===== src/rtl/pp_reduce_pipe_if.sv =====
// Handshake bundle for pp_reduce_pipe: PP-set input side and product output side.
// slave is the reduction pipe's view; master is the producer/consumer side.
interface pp_reduce_pipe_if #(
   parameter int WIDTH = 32,
   parameter int TAG_W = 4
) ();
   logic             in_valid;
   logic             in_ready;
   logic [WIDTH-1:0] pp0;
   logic [WIDTH-1:0] pp1;
   logic [WIDTH-1:0] pp2;
   logic [WIDTH-1:0] pp3;
   logic [WIDTH-1:0] pp4;
   logic [WIDTH-1:0] pp5;
   logic [WIDTH-1:0] pp6;
   logic [WIDTH-1:0] pp7;
   logic [TAG_W-1:0] in_tag;
   logic             out_valid;
   logic             out_ready;
   logic [WIDTH-1:0] product;
   logic [TAG_W-1:0] out_tag;

   modport slave (
      input  in_valid, pp0, pp1, pp2, pp3, pp4, pp5, pp6, pp7, in_tag, out_ready,
      output in_ready, out_valid, product, out_tag
   );

   modport master (
      output in_valid, pp0, pp1, pp2, pp3, pp4, pp5, pp6, pp7, in_tag, out_ready,
      input  in_ready, out_valid, product, out_tag
   );
endinterface


===== src/rtl/pp_reduce_pipe.sv =====
// Booth partial-product reduction: two 4:2 CSA levels plus CPA, valid/ready pipelined.
// Define PP_REDUCE_FAST_EN to drop the CPA register stage (latency 2, capacity 2).
module pp_reduce_pipe #(
   parameter int WIDTH = 32,
   parameter int TAG_W = 4
) (
   input logic             clk,
   input logic             rst_n,
   pp_reduce_pipe_if.slave bus
);
   typedef logic [WIDTH-1:0] word_t;
   typedef logic [TAG_W-1:0] tag_t;

   typedef struct packed {
      word_t s;
      word_t c;
   } csa_t;

   // Two chained 3:2 layers; carries above bit WIDTH-1 fall off at each shift.
   function automatic csa_t csa42(input word_t a, input word_t b, input word_t c, input word_t d);
      word_t s1;
      word_t c1;
      csa_t  r;
      s1  = a ^ b ^ c;
      c1  = ((a & b) | (a & c) | (b & c)) << 1;
      r.s = s1 ^ d ^ c1;
      r.c = ((s1 & d) | (s1 & c1) | (d & c1)) << 1;
      return r;
   endfunction

   // Stage S1 state
   logic  v1;
   word_t s_a;
   word_t c_a;
   word_t s_b;
   word_t c_b;
   tag_t  tag1;

   // Stage S2 state
   logic  v2;
   word_t s_r;
   word_t c_r;
   tag_t  tag2;

   logic  adv1;
   logic  adv2;
   logic  accept;
   csa_t  lvl1_a;
   csa_t  lvl1_b;
   csa_t  lvl2;

   always_comb begin
      lvl1_a = csa42(bus.pp0, bus.pp1, bus.pp2, bus.pp3);
      lvl1_b = csa42(bus.pp4, bus.pp5, bus.pp6, bus.pp7);
      lvl2   = csa42(s_a, c_a, s_b, c_b);
   end

   always_ff @(posedge clk or negedge rst_n) begin
      if (!rst_n) begin
         v1   <= 1'b0;
         s_a  <= '0;
         c_a  <= '0;
         s_b  <= '0;
         c_b  <= '0;
         tag1 <= '0;
      end else if (adv1) begin
         v1 <= accept;
         if (accept) begin
            s_a  <= lvl1_a.s;
            c_a  <= lvl1_a.c;
            s_b  <= lvl1_b.s;
            c_b  <= lvl1_b.c;
            tag1 <= bus.in_tag;
         end
      end
   end

   always_ff @(posedge clk or negedge rst_n) begin
      if (!rst_n) begin
         v2   <= 1'b0;
         s_r  <= '0;
         c_r  <= '0;
         tag2 <= '0;
      end else if (adv2) begin
         v2 <= v1;
         if (v1) begin
            s_r  <= lvl2.s;
            c_r  <= lvl2.c;
            tag2 <= tag1;
         end
      end
   end

`ifdef PP_REDUCE_FAST_EN
   always_comb begin
      adv2          = ~v2 | bus.out_ready;
      adv1          = ~v1 | adv2;
      accept        = bus.in_valid & adv1;
      bus.in_ready  = adv1;
      bus.out_valid = v2;
      bus.product   = s_r + c_r;
      bus.out_tag   = tag2;
   end
`else
   // Stage S3 state
   logic  v3;
   word_t prod_r;
   tag_t  tag3;
   logic  adv3;

   always_comb begin
      adv3          = ~v3 | bus.out_ready;
      adv2          = ~v2 | adv3;
      adv1          = ~v1 | adv2;
      accept        = bus.in_valid & adv1;
      bus.in_ready  = adv1;
      bus.out_valid = v3;
      bus.product   = prod_r;
      bus.out_tag   = tag3;
   end

   always_ff @(posedge clk or negedge rst_n) begin
      if (!rst_n) begin
         v3     <= 1'b0;
         prod_r <= '0;
         tag3   <= '0;
      end else if (adv3) begin
         v3 <= v2;
         if (v2) begin
            prod_r <= s_r + c_r;
            tag3   <= tag2;
         end
      end
   end
`endif
endmodule


===== src/flat_wrapper.sv =====
// flat-port wrapper written by rule: the top's interface ports become plain ports
module pp_reduce_pipe_flat 
#(
   parameter int WIDTH = 32,
   parameter int TAG_W = 4
)
  (clk, rst_n, bus_in_valid, bus_pp0, bus_pp1, bus_pp2, bus_pp3, bus_pp4, bus_pp5, bus_pp6, bus_pp7, bus_in_tag, bus_out_ready, bus_in_ready, bus_out_valid, bus_product, bus_out_tag);
  pp_reduce_pipe_if #(.WIDTH(WIDTH), .TAG_W(TAG_W)) bus_i ();
  input logic clk;
  input logic rst_n;
  input wire logic [$bits(bus_i.in_valid)-1:0] bus_in_valid;
  input wire logic [$bits(bus_i.pp0)-1:0] bus_pp0;
  input wire logic [$bits(bus_i.pp1)-1:0] bus_pp1;
  input wire logic [$bits(bus_i.pp2)-1:0] bus_pp2;
  input wire logic [$bits(bus_i.pp3)-1:0] bus_pp3;
  input wire logic [$bits(bus_i.pp4)-1:0] bus_pp4;
  input wire logic [$bits(bus_i.pp5)-1:0] bus_pp5;
  input wire logic [$bits(bus_i.pp6)-1:0] bus_pp6;
  input wire logic [$bits(bus_i.pp7)-1:0] bus_pp7;
  input wire logic [$bits(bus_i.in_tag)-1:0] bus_in_tag;
  input wire logic [$bits(bus_i.out_ready)-1:0] bus_out_ready;
  output wire logic [$bits(bus_i.in_ready)-1:0] bus_in_ready;
  output wire logic [$bits(bus_i.out_valid)-1:0] bus_out_valid;
  output wire logic [$bits(bus_i.product)-1:0] bus_product;
  output wire logic [$bits(bus_i.out_tag)-1:0] bus_out_tag;
  assign bus_i.in_valid = bus_in_valid;
  assign bus_i.pp0 = bus_pp0;
  assign bus_i.pp1 = bus_pp1;
  assign bus_i.pp2 = bus_pp2;
  assign bus_i.pp3 = bus_pp3;
  assign bus_i.pp4 = bus_pp4;
  assign bus_i.pp5 = bus_pp5;
  assign bus_i.pp6 = bus_pp6;
  assign bus_i.pp7 = bus_pp7;
  assign bus_i.in_tag = bus_in_tag;
  assign bus_i.out_ready = bus_out_ready;
  assign bus_in_ready = bus_i.in_ready;
  assign bus_out_valid = bus_i.out_valid;
  assign bus_product = bus_i.product;
  assign bus_out_tag = bus_i.out_tag;
  pp_reduce_pipe #(.WIDTH(WIDTH), .TAG_W(TAG_W)) u_core (.clk(clk), .rst_n(rst_n), .bus(bus_i));
endmodule

===== config.mk =====
export PLATFORM = sky130hd
export DESIGN_NAME = pp_reduce_pipe_flat
export DESIGN_NICKNAME = d
export VERILOG_FILES = /design/src/rtl/pp_reduce_pipe_if.sv /design/src/rtl/pp_reduce_pipe.sv /design/src/flat_wrapper.sv
export SDC_FILE = /design/constraint.sdc
export NUM_CORES = 1
export LEC_CHECK = 0
export BUFFER_PORTS_ARGS = -buffer_cell sky130_fd_sc_hd__buf_4
export CAP_MARGIN = 20
export CORE_MARGIN = 2
export CORE_UTILIZATION = 30
export CTS_CLUSTER_DIAMETER = 30
export DETAILED_ROUTE_END_ITERATION = 8
export GPL_TIMING_DRIVEN = 0
export MAX_ROUTING_LAYER = met4
export PLACE_DENSITY = 0.48
export SYNTH_ARGS = -nofsm -noshare
export SYNTH_HDL_FRONTEND = slang
export SYNTH_SLANG_ARGS = --single-unit

===== constraint.sdc =====
create_clock -name clk -period 6.15 [get_ports clk]
set_input_delay 0.615 -clock clk [delete_from_list [all_inputs] [get_ports clk]]
set_output_delay 0.615 -clock clk [all_outputs]
set_load 0.03 [all_outputs]

* After elaboration in Yosys (flattened, before gate mapping)
Index checks and enable logic that the tools add are counted.
Storage, ports and cells: bits in writable memories 0, flip-flop bits (word level) 236, word-level logic and storage cells 66, input port bits 264, memories 0, memory bits (read-only) 0, latch bits 0
Operators by class: bitwise operators 49, $lt $le $gt $ge 0, reductions and logical operators 3, multiply operators 0, shifts and indexed selects 0, divide/modulo/power cells 0, eq/ne operators 0, mux-type cells 0, add/subtract/negate cells 1
Operators by type and width (count):
- 31-bit bitwise AND | 18
- 32-bit XOR | 12
- 31-bit bitwise OR | 12
- 32-bit adder | 1
- 2-bit AND reduction | 3
- 1-bit NOT | 3
- 1-bit bitwise OR | 3
- 1-bit bitwise AND | 1

* Depth between registers and ports, before layout
Gate-level depths: netlist of the first run.
depth after elaboration 6, mapped depth 10

* Worst setup path before layout of the first run
OpenSTA, ideal clock, no wires.
path type input-to-reg, start point in bus_out_ready, end point reg u_core.c_a[10], data arrival time 2.036 ns, path slack 3.989 ns, setup time 0.125 ns, cell stages on the path 6, buffers on the path 2, cell sequence nor2b_1 -> nand3_1 -> nand2_1 -> buf_2 -> buf_2 -> mux2_2
Between the ends: word-level cells in the longest chain between the ends 5
Ends and longest elaborated chain:
- from (decl) | line flat_wrapper.sv:21 | input wire logic [$bits(bus_i.out_ready)-1:0] bus_out_ready;
- 1-bit bitwise OR (*) | line pp_reduce_pipe.sv:112 | adv3 = ~v3 | bus.out_ready;
- 1-bit bitwise OR (*) | line pp_reduce_pipe.sv:113 | adv2 = ~v2 | adv3;
- 1-bit bitwise OR (*) | line pp_reduce_pipe.sv:114 | adv1 = ~v1 | adv2;
- net bus_in_ready | line flat_wrapper.sv:22 | output wire logic [$bits(bus_i.in_ready)-1:0] bus_in_ready;
- 1-bit bitwise AND | line pp_reduce_pipe.sv:115 | accept = bus.in_valid & adv1;
- 2-bit AND reduction (no source line) (*)
- to (signal assigned) | line pp_reduce_pipe.sv:70 | c_a <= lvl1_a.c;
- to (decl) | line pp_reduce_pipe.sv:34 | word_t c_a;
Mark *: on every way through the listed nets, which the timed path passes. The rest lies on a longest branch. A chain may end at the register's enable or synchronous reset.

* Worst setup path after layout of the first run
start point reg u_core.s_r[4], end point reg u_core.prod_r[29], in the netlist u_core.bus.product[29]
Between the ends: word-level cells in the longest chain between the ends 1
Ends and longest elaborated chain:
- from (decl) | line pp_reduce_pipe.sv:41 | word_t s_r;
- from (signal assigned) | line pp_reduce_pipe.sv:87 | s_r <= lvl2.s;
- 32-bit adder | line pp_reduce_pipe.sv:130 | prod_r <= s_r + c_r;
- to (signal assigned) | line pp_reduce_pipe.sv:130
- to (decl) | line pp_reduce_pipe.sv:107 | word_t prod_r;
No other way between the ends.

==> impl_metrics.csv, run 1 <==
group,metric,value,unit
run_status,outcome,"finished, final reports clean",
placed_design,globalplace.congestion,0.789,
logic_synthesis,ys.flop_type,"dfrtp_1",
clock_tree,cts.repair.resized,0,
logic_synthesis,syn_inst,1011,
job,cap_violations,0,
grt,grt-ovfl-total,0,
drt,wire_per_inst,17.6,um
setup_path,arrival,2.89,ns
layout,diodes,0,
timing,setup_tns,0,ns
timing,finalCritPeriodShare,40.1,%
clock_tree,htree_levels,3,
clock_tree,cts_buffers,67,
timing,final-hold-violation-count,0,
drt,antenna_left,0,
layout,fill_cells,4413,
logic_synthesis,synth_common_cells,"dfrtp_1 (235), mux2_2 (191), fa_1 (183)",
pwr,leakage,0.00865,uW
pwr,p_int,6750,uW
setup_path,path_max_fanout,4,
logic_synthesis,mappedNetlistNets,1490,
die,core_area,46800,um2
placed_design,hpwlAfterDp,28.2,mm
pwr,switching_share,35.7,%
logic_synthesis,synth-edff-count,0,
pwr,pwr-share-comb,42.1,%
die,ios,302,
drt,dr.pass1.iters,4,
setup_path,end_kind,"flop",
grt,grt_use_total,15.6,%
layout,drive_gt1_share,46.1,%
drt,via_per_inst,4.52,
setup_path,crit_required,6.57,ns
clock_tree,clk_pin_slew_worst_paths,0.05,ns
grt,grt_max_degree,91,
placed_design,place_ws,3.44,ns
clock_tree,cts_tree,"done",
pwr,switchingPower,3750,uW
die,rows,79,
timing,min_period,2.46,ns
clock_tree,clockRootBuffer,"clkbuf_16",
die,die_x,222,um
logic_synthesis,synth.area.top_cells,"dfrtp_1 (41%), fa_1 (26%), mux2_2 (15%), ha_1 (2.8%), nand2_1 (1.9%)",
timing,whs,0.268,ns
logic_synthesis,yosysWarnings,0,
die,start_util,30.5,%
pwr,p_clk_share,33.7,%
logic_synthesis,yosysTopAreaCellShare,41.3,%
drt,dr.first_iter.drc_count,372,
logic_synthesis,synthArstFlopShare,100,%
layout,area_delta_synth_final,38.1,%
placed_design,dp.cells,1921,
layout,final_util,42.1,%
logic_synthesis,avgSynthCellArea,14.1,um2
grt,antenna_found_initial,0,
layout,nets,1863,
clock_tree,clock_latency,0.56,ns
die,die-area,49300,um2
timing,fmax,0.406,GHz
timing,slew_viol_final,0,
setup_path,path_class,"flop to flop",
layout,stdcell_count,2040,
logic_synthesis,yosysMostFrequentCell,"dfrtp_1",
setup_path,cp-start-kind,"flop",
clock_tree,clock_path_buffers,3,
logic_synthesis,synth_area_leader_cell,"dfrtp_1",
timing,setup_slack,3.69,ns
drt,drcViolationCount,0,
logic_synthesis,ys_seq_elements,235,
logic_synthesis,synth_area,14200,um2
timing,relSlewSlack,57.4,%
timing,finClkSkew,0.0305,ns
timing,setup_viol_count_final,0,
logic_synthesis,synth_cell_types,62,
drt,vias,9219,
pwr,vdd_drop_max,237,uV
grt,grt_pass1_vias,10600,
drt,wl,36.0,mm
placed_design,port-buffer-count,301,
logic_synthesis,yosysSeqAreaShare,41.3,%
timing,rsz0062_at_grt,"false",
pwr,powerDensity,534,nW/um2
pwr,pwr-share-seq,24.3,%
min_path,min_path_type,"primary input to flop",
grt,grt_pass1_wl,58.3,mm
clock_tree,cts.sinks,235,
timing,worst_pin_slew,0.639,ns
die,fp.dieH,222,um
-- layout by cell type (no fill, tap or decap), drive strengths merged, types with 2 or more instances in the layout --
cell	n
o311ai	3
a211o	3
nand2b	7
dfrtp	235
mux2	192
nor4	3
fa	183
o21ai	50
bufinv	10
o21a	3
nor2	21
a22oi	2
a21o	10
nand2	75
nand3	13
a31oi	5
o21bai	3
inv	15
clkinvlp	3
nor2b	2
clkbuf	98
ha	32
and2	2
o211ai	2
nand4	13
and3	2
xor2	18
buf	336
a211oi	3
xnor2	18
a21oi	34
nor3	5
o31ai	3
clkinv	15
-- flip-flops by register name, summed over array words and instances (netlist names) --
name	flops
u_core.bus.out_tag	4
u_core.tag2	4
u_core.tag1	4
u_core.v1	1
u_core.v2	1
u_core.s_r	32
u_core.s_b	32
u_core.bus.product	32
u_core.c_a	31
u_core.c_r	30
u_core.c_b	31
u_core.bus.out_valid	1
u_core.s_a	32
-- power groups by stage --
stage	sequential [uW]	combinational [uW]	clock (uW)
2_1_floorplan	2700	2840	0
3_3_place_gp	2560	4460	0
3_5_place_dp	2570	4490	0
4_1_cts	2560	4530	3620
5_1_grt	2640	4990	3700
6_report	2550	4420	3540
-- kinds of logic (layout without fill, tap and decap cells) --
logic type	Yosys count	after routing	synth area share [%]
adders and majority gates	215	215	28.5
buffers and inverters	56	478	1.88
xor gates and xnor gates	36	36	2.21
and+or+nand+nor	149	149	5.13
muxes	193	193	15.2
DFF	235	235	41.3
AOI/OAI and AO/OA	127	127	5.75
-- what timing repair did --
item                                   4_1_cts  5_1_grt
setup buffers                                0        0
endpoints found under the hold margin        1        0
hold buffers                                 1        0
-- metrics by stage --
| stage | total power (uW) | instance area [um2] |
|---|---|---|
| floorplan | 5540 | 14200 |
| global placement | 7010 | 17300 |
| detailed placement | 7060 | 17300 |
| CTS | 10700 | 19700 |
| global route | 11300 | 19700 |
| finish | 10500 | 19700 |
-- final timing paths --
kind | from | to | slack [ns] | cells past startpoint
worst max-delay path | u_core.s_r[4] | u_core.bus.product[29] | 3.69 | 8
min in group asynchronous | rst_n | u_core.s_b[4] | 0.60 | 2
worst min register to register | u_core.tag2[1] | u_core.bus.out_tag[1] | 0.46 | 2
worst min-delay path | bus_in_valid | u_core.v1 | 0.27 | 2
max in group asynchronous | rst_n | u_core.bus.product[17] | 4.30 | 4
worst max register to register | u_core.s_r[4] | u_core.bus.product[29] | 3.69 | 8
-- worst max-delay path: stages (launching register included) --
cell and delay (ns):
dfrtp_1 0.39, ha_1 0.35, o21ai_0 0.13, o21ai_0 0.49, nand3_1 0.19, nand3_2 0.18
nor2_1 0.06, o21ai_1 0.19, mux2_1 0.34
-- routing by layer --
| metal | wire length (um) | up-vias | track usage, % | part of all wire [%] |
|---|---|---|---|---|
| li1 | - | 4260 | - | - |
| met1 | 15800 | 4684 | 20.0 | 44 |
| met2 | 17400 | 230 | 24.5 | 48 |
| met3 | 2060 | 45 | 4.13 | 5.7 |
| met4 | 724 | 0 | 4.53 | 2.0 |
| met5 | 0 | - | - | 0 |
-- final cells by class --
| class | count | area [um2] | area share [%] |
|---|---|---|---|
| repair buffers | 304 | 2330 | 11.9 |
| inverters | 12 | 45.0 | 0.229 |
| flip-flops and latches | 235 | 5880 | 29.9 |
| multi-input cells | 720 | 8100 | 41.2 |
| plain buffers | 44 | 223 | 1.13 |
| clock inverters | 31 | 450 | 2.29 |
| clock buffers | 87 | 1880 | 9.58 |
| well taps | 607 | 759 | 3.86 |
(Power assumes the default switching activity.)
==> run 2, diff against run 1 <==
- clock period: 6.15 -> 2.5 ns (I/O delays scaled with it)
==> impl_metrics.csv, run 2 (synthesized netlist as in run 1, its figures left out) <==
group,metric,value,unit
run_status,outcome,"finished, final reports clean",
drt,wl,36.0,mm
layout,drive_gt1_share,46.1,%
layout,final_util,42.2,%
clock_tree,clk_pin_slew_worst_paths,0.05,ns
clock_tree,cts.sinks,235,
placed_design,port-buffer-count,301,
grt,grt_max_degree,91,
setup_path,reg2reg_to,"u_core.bus.product[18]",
die,die_x,222,um
grt,grt-ovfl-total,0,
min_path,min_path_type,"primary input to flop",
layout,multiInputGateArea,8110,um2
layout,nets,1869,
setup_path,r2r_cells,10,
die,core_area,46800,um2
setup_path,rr_startpoint,"u_core.c_r[2]",
job,cap_violations,0,
die,rows,79,
layout,final-seq-area,5880,um2
drt,antenna_left,0,
die,ios,302,
timing,fmax,0.425,GHz
placed_design,hpwlAfterDp,28.2,mm
layout,fill_cells,4409,
clock_tree,clock_latency,0.56,ns
timing,finClkSkew,0.0295,ns
grt,grt_pass1_vias,10600,
clock_tree,htree_levels,3,
drt,dr.first_iter.drc_count,326,
clock_tree,clockRootBuffer,"clkbuf_16",
timing,finalCritPeriodShare,94.2,%
min_path,hold_start,"bus_pp3[0]",
layout,layout_common_cells,"buf_4 (302), dfrtp_1 (235), mux2_2 (191), fa_1 (183), nand2_1 (73)",
min_path,min_to,"u_core.c_a[1]",
pwr,p_total,25900,uW
setup_path,arrival,2.76,ns
timing,whs,0.0726,ns
die,die-area,49300,um2
drt,dr.pass1.iters,4,
pwr,vdd_drop_max,584,uV
drt,via_per_inst,4.52,
layout,area_delta_synth_final,38.6,%
drt,drcViolationCount,0,
pwr,powerDensity,1310,nW/um2
die,fp.dieH,222,um
layout,diodes,0,
setup_path,end_kind,"flop",
layout,stdcell_count,2046,
min_path,min_path_cells,3,
clock_tree,cts_tree,"done",
timing,setup_tns,0,ns
timing,rsz0062_at_grt,"false",
clock_tree,clock_path_buffers,3,
clock_tree,cts_buffers,67,
die,start_util,30.5,%
setup_path,r2r_slack,0.15,ns
timing,slew_viol_final,0,
timing,min_period,2.35,ns
layout,mostFrequentLayoutCell,"buf_4",
timing,final-hold-violation-count,0,
timing,setup_viol_count_final,0,
drt,vias,9247,
placed_design,dp.cells,1921,
setup_path,path_class,"flop to flop",
placed_design,globalplace.congestion,0.789,
grt,grt_pass1_wl,58.4,mm
setup_path,crit_required,2.91,ns
drt,wire_per_inst,17.6,um
timing,worst_pin_slew,0.639,ns
grt,antenna_found_initial,0,
grt,grt_use_total,15.6,%
setup_path,path_max_fanout,5,
setup_path,cp-start-kind,"flop",
pwr,leakage,0.00868,uW
timing,relSlewSlack,57.4,%
-- run 2: cell count changes in the layout (fill, tap and decap cells not counted), sizes merged --
cell / change
dlygate4sd3: +6
-- run 2: worst max-delay path: stages (launching register included) --
cell,delay [ns]
dfrtp_1,0.38
ha_2,0.22
inv_1,0.07
fa_1,0.24
nor2b_4,0.06
o31a_4,0.31
o31ai_2,0.29
nand2_1,0.15
a21oi_1,0.22
xor2_1,0.19
o21ai_1,0.07
-- run 2: timing repair --
item / 4_1_cts / 5_1_grt
hold buffers: 7 / 0
buffers inserted: 0 / 0
gates resized for setup: 0 / 4
hold endpoints to repair: 70 / 0
endpoints found under the setup margin: 0 / 6
-- run 2: how the worst max path moves through the flow --
stage,startpoint,endpoint,slack [ns],cells past startpoint
6_report,u_core.c_r[2],u_core.bus.product[18],0.15,10
5_1_grt,u_core.s_r[2],u_core.bus.product[18],0.006,10
4_1_cts,u_core.c_r[2],u_core.bus.product[28],0.04,10
3_5_place_dp,u_core.c_r[2],u_core.bus.product[28],0.09,10
3_3_place_gp,rst_n,u_core.c_a[22],-0.88,1
2_1_floorplan,u_core.c_r[2],u_core.bus.product[26],0.36,10
-- run 2: power breakdown --
group | switching (uW) | internal [uW] | leakage, uW
Sequential | 943 | 5330 | 0.00277
Clock | 2420 | 6280 | 0.00115
Combinational | 5890 | 5010 | 0.00477
-- run 2: through the flow --
step | area [um2] | setup WS, ns
after floorplan | 14200 | 0.356
after global placement | 17300 | -0.880
after detailed placement | 17300 | 0.0922
after CTS | 19700 | 0.0447
after global routing | 19700 | 0.00640
final | 19700 | 0.146
-- run 2: per-layer routing --
metal	part of all wire, %	vias up	track usage [%]	routed length, um
li1	-	4273	-	-
met1	44	4698	20.0	16000
met2	48	226	24.5	17400
met3	5.4	50	4.12	1940
met4	2.1	0	4.53	762
met5	0	-	-	0
-- run 2: final cells by class --
class / count / share of cell area (%)
well taps: 607 / 3.85
flip-flops and latches: 235 / 29.8
inverters: 12 / 0.228
clock inverters: 31 / 2.28
multi-input cells: 720 / 41.1
repair buffers: 310 / 12.1
clock buffers: 87 / 9.54
plain buffers: 44 / 1.13
==> run 3, diff against run 2 <==
- ABC_AREA: default -> 1
==> impl_metrics.csv, run 3 <==
group,metric,value,unit
timing,relSlewSlack,46.1,%
timing,slew_viol_final,0,
die,rows,81,
logic_synthesis,yosysTopAreaCellShare,39.3,%
clock_tree,clockRootBuffer,"clkbuf_16",
setup_path,path_class,"flop to flop",
pwr,powerDensity,1280,nW/um2
layout,area_delta_synth_final,37.2,%
placed_design,globalplace.congestion,0.845,
setup_path,end_kind,"flop",
timing,rsz0062_at_grt,"false",
setup_path,r2r_slack,0.21,ns
placed_design,port-buffer-count,301,
layout,final_util,41.8,%
setup_path,r2r_cells,13,
timing,worst_pin_slew,0.809,ns
setup_path,path_cells,"ha_1 > inv_1 > fa_1 > inv_1 > nand3_1 > nand3_1 > nand2_1 > nand2_1 > nand2_1 > nand3_1 > nand2_1 > nand3_1 > nand2_1",
pwr,p_total,26400,uW
setup_path,cp_slowest_stage_delay,0.41,ns
pwr,vdd_drop_max,477,uV
clock_tree,ctsHoldBuffers,6,
drt,drcViolationCount,0,
min_path,min_path_type,"primary input to flop",
grt,grt-ovfl-total,0,
setup_path,cp_num_buf_inv,2,
setup_path,critPathTopFamily,"simple AND/OR/NAND/NOR gates",
layout,mostFrequentLayoutCell,"nand2_1",
min_path,min_path_cells,3,
logic_synthesis,synthArstFlopShare,100,%
setup_path,crit_path_frequent_cell,"nand2_1",
logic_synthesis,synth_common_cells,"nand2_1 (448), dfrtp_1 (235), fa_1 (183)",
die,die-area,51700,um2
setup_path,arrival,2.73,ns
logic_synthesis,ys.flop_type,"dfrtp_1",
clock_tree,htree_levels,3,
min_path,hold_start,"bus_pp7[0]",
drt,wl,40.0,mm
drt,via_per_inst,4.28,
setup_path,rr_startpoint,"u_core.s_r[2]",
logic_synthesis,yosysMostFrequentCell,"nand2_1",
clock_tree,cts.repair.resized,0,
logic_synthesis,synth.area.top_cells,"dfrtp_1 (39%), fa_1 (24%), nand2_1 (11%), mux2_2 (5.6%), mux2_4 (5.3%)",
job,cap_violations,0,
logic_synthesis,synth_cell_types,38,
die,start_util,30.5,%
drt,vias,10500,
clock_tree,clock_path_buffers,3,
min_path,min_to,"u_core.s_b[0]",
setup_path,cp_slowest_cell,"fa_1",
logic_synthesis,synth_area_leader_cell,"dfrtp_1",
die,core_area,49200,um2
clock_tree,clock_latency,0.56,ns
setup_path,reg2reg_to,"u_core.bus.product[26]",
clock_tree,clk_pin_slew_worst_paths,0.04,ns
timing,finClkSkew,0.0230,ns
timing,setup_viol_count_final,0,
drt,wire_per_inst,16.4,um
pwr,leakage,0.0101,uW
die,fp.dieH,227,um
clock_tree,cts.sinks,235,
layout,drive_gt1_share,33.2,%
clock_tree,cts_tree,"done",
logic_synthesis,mappedNetlistNets,1826,
clock_tree,cts_setup_buffers,0,
clock_tree,cts_buffers,67,
logic_synthesis,avgSynthCellArea,11.1,um2
run_status,outcome,"finished, final reports clean",
layout,nets,2204,
drt,antenna_left,0,
setup_path,crit_required,2.94,ns
grt,grt_pass1_wl,63.0,mm
logic_synthesis,synth_area,15000,um2
drt,dr.pass1.iters,4,
layout,diodes,0,
logic_synthesis,syn_inst,1347,
timing,fmax,0.436,GHz
die,die_x,227,um
logic_synthesis,ys_seq_elements,235,
layout,layout_common_cells,"nand2_1 (448), buf_4 (310), dfrtp_1 (235), fa_1 (183), inv_1 (99)",
drt,dr.first_iter.drc_count,388,
setup_path,path_max_fanout,4,
timing,finalCritPeriodShare,91.7,%
timing,min_period,2.29,ns
setup_path,cp-start-kind,"flop",
die,ios,302,
grt,grt_use_total,16.5,%
logic_synthesis,yosysWarnings,0,
logic_synthesis,synth-edff-count,0,
logic_synthesis,yosysSeqAreaShare,39.3,%
grt,antenna_found_initial,0,
grt,grt_pass1_vias,11500,
timing,final-hold-violation-count,0,
grt,grt_max_degree,115,
placed_design,hpwlAfterDp,32.0,mm
[run 3: cell types whose count changed after synthesis, moves of 9 or more]
cell,change
a21o_1,-9
nand4_1,-9
o21ai_0,-18
mux2_2,-117
nor2_1,+18
inv_1,+87
nand2_1,+374
nand3_1,+36
mux2_4,+53
xor2_1,-13
buf_2,-19
[run 3: worst max-delay path by stage]
| stage | from | endpoint | slack [ns] | cells after the start |
|---|---|---|---|---|
| 2_1_floorplan | u_core.c_r[2] | u_core.bus.product[26] | 0.72 | 13 |
| 3_3_place_gp | rst_n | u_core.s_a[9] | -0.79 | 1 |
| 3_5_place_dp | u_core.s_r[2] | u_core.bus.product[26] | 0.27 | 13 |
| 4_1_cts | u_core.s_r[2] | u_core.bus.product[26] | 0.24 | 13 |
| 5_1_grt | u_core.s_r[2] | u_core.bus.product[24] | 0.02 | 13 |
| 6_report | u_core.s_r[2] | u_core.bus.product[26] | 0.21 | 13 |
[run 3: worst register-to-register path, cell delays in order (launching register included)]
cell and delay (ns):
dfrtp_1 0.35, ha_1 0.25, inv_1 0.08, fa_1 0.41, inv_1 0.12, nand3_1 0.08, nand3_1 0.19, nand2_1 0.11
nand2_1 0.11, nand2_1 0.08, nand3_1 0.09, nand2_1 0.05, nand3_1 0.16, nand2_1 0.07
[run 3: final cells by class]
cell class / count / area [um2]
inverter: 102 / 383
timing repair buffer: 309 / 2380
tap: 664 / 831
clock buffer: 93 / 1950
clock inverter: 30 / 409
multi-input combinational: 975 / 8430
sequential: 235 / 5880
fill: 4762 / 28600
buffer: 35 / 280
[run 3: through the flow]
step	instance area (um2)	worst slack, ns	std cells	hold slack (ns)	setup TNS (ns)
after floorplan	15000	0.719	1347	-0.0456	0
after global placement	18100	-0.790	2312	0.443	-177.48
after detailed placement	18100	0.269	2314	0.126	0
after CTS	20500	0.241	2443	0.0272	0
after global routing	20500	0.0173	2443	0.0387	0
final	20500	0.206	2443	0.0565	0
[run 3: layer usage]
metal  global-route usage, %  vias up  part of all wire [%]  routed length [um]
met1                    23.3     5181                    49               19700
li1                        -     5046                     -                   -
met5                       -        -                     0                   0
met2                    24.5      195                    46               18300
met3                    3.02       44                   3.7                1470
met4                    4.11        0                   1.5                 591
[run 3: report_power, final]
part | switching (uW) | internal [uW] | total, uW | leakage, uW
clock network | 2420 | 6310 | 8720 | 0.00117
registers | 1050 | 5330 | 6380 | 0.00280
logic | 6520 | 4740 | 11300 | 0.00608
total | 9980 | 16400 | 26400 | 0.0101
[run 3: logic make-up (layout without fill, tap and decap cells)]
family                   after synthesis  count (layout)  synth area share (%)
AO/OA/AOI/OAI                         52              52                  1.89
XOR/XNOR                              23              23                  1.35
adder cells (fa/ha/maj)              215             215                  27.1
buffers and inverters                137             569                  4.43
flip-flops                           235             235                  39.3
multiplexers                         127             127                  10.9
AND/OR/NAND/NOR                      558             558                  15.0
